[src/rtl/lfsr_sat_counter.sv]
// Saturating up-counter with synchronous clear; holds the checker's error count.
module lfsr_sat_counter #(
    parameter int W = 8
) (
    input  logic         clk,
    input  logic         reset,
    input  logic         i_clr,
    input  logic         i_inc,
    output logic [W-1:0] o_count
);

    logic [W-1:0] r_count;

    always_ff @(posedge clk or posedge reset) begin
        if (reset)
            r_count <= '0;
        else if (i_clr)
            r_count <= '0;
        else if (i_inc && (r_count != {W{1'b1}}))
            r_count <= r_count + W'(1);
    end

    assign o_count = r_count;

endmodule

[config.mk]
export PLATFORM = sky130hd
export DESIGN_NAME = lfsr_sat_counter
export DESIGN_NICKNAME = d
export VERILOG_FILES = /design/src/rtl/lfsr_sat_counter.sv
export SDC_FILE = /design/constraint.sdc
export NUM_CORES = 1
export LEC_CHECK = 0
export BUFFER_PORTS_ARGS = -buffer_cell sky130_fd_sc_hd__buf_2
export CAP_MARGIN = 20
export CORE_AREA = 2 2 39 41
export CTS_CLUSTER_SIZE = 28
export DETAILED_ROUTE_END_ITERATION = 8
export DIE_AREA = 0 0 41 43
export HOLD_SLACK_MARGIN = 0.12
export MAX_ROUTING_LAYER = met4
export SLEW_MARGIN = 20
export SYNTH_ARGS = -nofsm -noshare
export SYNTH_HDL_FRONTEND = slang
export SYNTH_SLANG_ARGS = --single-unit
export TNS_END_PERCENT = 10
[constraint.sdc]
create_clock -name clk -period 2.1 [get_ports clk]
set_input_delay 0.42 -clock clk [delete_from_list [all_inputs] [get_ports clk]]
set_output_delay 0.42 -clock clk [all_outputs]
set_load 0.05 [all_outputs]
==> impl_metrics.env <==
export IMPL_viasPerCell=5.321
export IMPL_slowest_delay_ns=0.41
export IMPL_ys_top_cells_by_area="dfrtp_1, mux2_4, nor2b_1, a21oi_2, nand2_1"
export IMPL_fill_cells=148
export IMPL_status="finished, final reports clean"
export IMPL_reg2reg_from="o_count[0]"
export IMPL_final_cell_mix="buf_2, dfrtp_1"
export IMPL_fin_crit_sh_pct=76.38
export IMPL_syn_inst=49
export IMPL_area_growth_pct=18.36
export IMPL_first_global_vias=392
export IMPL_switching_share_pct=26.87
export IMPL_io_buffer_count=11
export IMPL_clk_pin_slew_ns=0.06
export IMPL_synth_top_area_share_pct=39.70
export IMPL_arrival_ns=1.75
export IMPL_overflow=0
export IMPL_setup_violations=0
export IMPL_yosysSeqAreaShare_pct=39.70
export IMPL_powerDensity_nw_per_um2=545.3
export IMPL_hold_depth=2
export IMPL_diodes=0
export IMPL_fin_crit_ns=1.604
export IMPL_relSlewSlack_pct=78.28
export IMPL_worst_pin_slew_ns=0.3254
export IMPL_power_share_clock_pct=36.7
export IMPL_num_rows=14
export IMPL_drive_above_1_share_pct=35.48
export IMPL_place_area_um2=564.3
export IMPL_worst_slack_ns=0.4961
export IMPL_crit_path_end_kind="register"
export IMPL_final_common_cell="buf_2"
export IMPL_grt_max_degree=11
export IMPL_ys_types=25
export IMPL_ys_ff_latch=8
export IMPL_clk_latency_ns=0.26
export IMPL_dr_pass1_iters=3
export IMPL_internal_power_uw=238.0
export IMPL_crit_fanout=5
export IMPL_timing_rr_end="o_count[5]"
export IMPL_p_sw_uw=87.46
export IMPL_die_w_um=41
export IMPL_grt_usage_pct=15.49
export IMPL_fmaxAchievable_mhz=623.5
export IMPL_yosysTopAreaCell="dfrtp_1"
export IMPL_post_cts_setup_buffers=0
export IMPL_total_power_uw=325.4
export IMPL_dp_slack_ns=0.4955
export IMPL_setup_tns_ns=0
export IMPL_p_leak_uw=0.0003066
export IMPL_cp_startpoint="o_count[0]"
export IMPL_finalNetCount=69
export IMPL_hold_path_class="input pin to register"
export IMPL_timing_critical_path_cells="ha_1 -> and3_1 -> a211oi_2 -> mux2_4"
export IMPL_finalInstanceArea_um2=596.8
export IMPL_initial_core_util_pct=36.44
export IMPL_hold_worst_slack_ns=0.4804
export IMPL_vias=415
export IMPL_dieArea_um2=1763
export IMPL_pin_count=12
export IMPL_rsz0062_at_grt="false"
export IMPL_skew_ns=0.009526
export IMPL_numCtsBuffers=3
export IMPL_slew_violations=0
export IMPL_h_tree_depth=1
export IMPL_largest_register_ffs=8
export IMPL_drt_iter0_markers=11
export IMPL_crit_path_top_delay_cell="dfrtp_1"
export IMPL_synth_warnings=0
export IMPL_crit_required_ns=2.25
export IMPL_setup_worst_path_end="o_count[5]"
export IMPL_gp_congestion=0.8002
export IMPL_numClockSinks=8
export IMPL_core_area_um2=1384
export IMPL_maxCapViolations=0
export IMPL_wl_per_cell_um=12.95
export IMPL_cts_tree="done"
export IMPL_clock_path_buffers=2
export IMPL_syn_nets=54
export IMPL_synth_avg_cell_area_um2=10.29
export IMPL_drcViolationCount=0
export IMPL_synthesis_area_um2=504.2
export IMPL_drtAntennaViolNets=0
export IMPL_hold_viol=0
export IMPL_root_buffer="clkbuf_4"
export IMPL_die_h_um=43
export IMPL_grt_pass1_wl_mm=1.676
export IMPL_drt_wl_total_mm=1.010
export IMPL_reg2reg_slack_ns=0.50
export IMPL_vdd_ir_drop_max_uv=266.2
export IMPL_seqPwrFrac_pct=49.9
export IMPL_multi_input_area_um2=281.5
export IMPL_p_comb_share_pct=13.4
export IMPL_path_class="register to register"
export IMPL_startpoint_type="register"
export IMPL_min_from="i_clr"
export IMPL_regArea_um2=200.2
export IMPL_antenna_found_initial=0
export IMPL_rr_worst_depth=4
==> cell families after synthesis <==
family	count (synthesis)	share of synthesized area (%)
AND/OR/NAND/NOR	22	23.82
AO/OA/AOI/OAI	9	15.63
flip-flops	8	39.70
multiplexers	5	13.90
buffers and inverters	4	4.466
adder cells (fa/ha/maj)	1	2.481
==> cells in the mapped netlist <==
cell type,instances
nand4_1,2
nor2b_1,4
a21boi_2,1
a21oi_2,2
and2b_1,1
nor2_1,4
buf_6,1
inv_1,2
nand2_1,4
a21oi_1,2
o21bai_1,1
mux2_4,4
a211oi_2,1
mux2i_1,1
and3_1,1
and4_1,1
nor3_1,1
ha_1,1
nand2b_1,1
nand4b_1,1
o311a_1,1
o211a_1,1
nand3_1,2
clkbuf_1,1
dfrtp_1,8
==> worst min-delay path by stage <==
stage	slack, ns	end
global placement	0.39	o_count[3]
finish	0.48	o_count[2]
detailed placement	0.39	o_count[3]
CTS	0.48	o_count[2]
global route	0.49	o_count[2]
floorplan	0.24	o_count[0]
==> power by group through the flow <==
stage | combinational (µW) | clock [µW] | sequential (µW)
5_1_grt | 47.8 | 136 | 163
3_5_place_dp | 42.4 | 0 | 165
3_3_place_gp | 42.6 | 0 | 165
6_report | 43.6 | 120 | 162
2_1_floorplan | 18.2 | 0 | 178
4_1_cts | 44.0 | 124 | 162
==> timing repair <==
action,CTS,global route
endpoints found under the hold margin,8,0
hold buffers,1,0
resized for setup,0,0
==> per-layer routing <==
| metal | wire length (µm) | track usage (%) |
|---|---|---|
| met1 | 455 | 15.95 |
| met2 | 492 | 22.19 |
| met3 | 51 | 9.424 |
| met4 | 10 | 8.000 |
| met5 | 0 | - |
==> worst max-delay path, delay by kind of cell (launching register included) <==
family          cells  cell delay [ns]
compound gates      1             0.26
fa+ha+maj           1             0.27
flops               1             0.41
mux                 1             0.31
simple gates        1             0.25
==> per-stage QoR <==
stage	cells	util [%]
detailed placement	74	40.78
global placement	74	40.78
floorplan	49	-
global route	78	43.13
CTS	78	43.13
finish	78	43.13
==> cell type report <==
class,count,share of cell area (%)
Clock buffer,3,3.774
Inverter,2,1.258
Tap cell,16,3.354
Timing Repair Buffer,12,10.90
Sequential cell,8,33.54
Multi-Input combinational cell,37,47.17
Power figures use the tool's default switching activity.
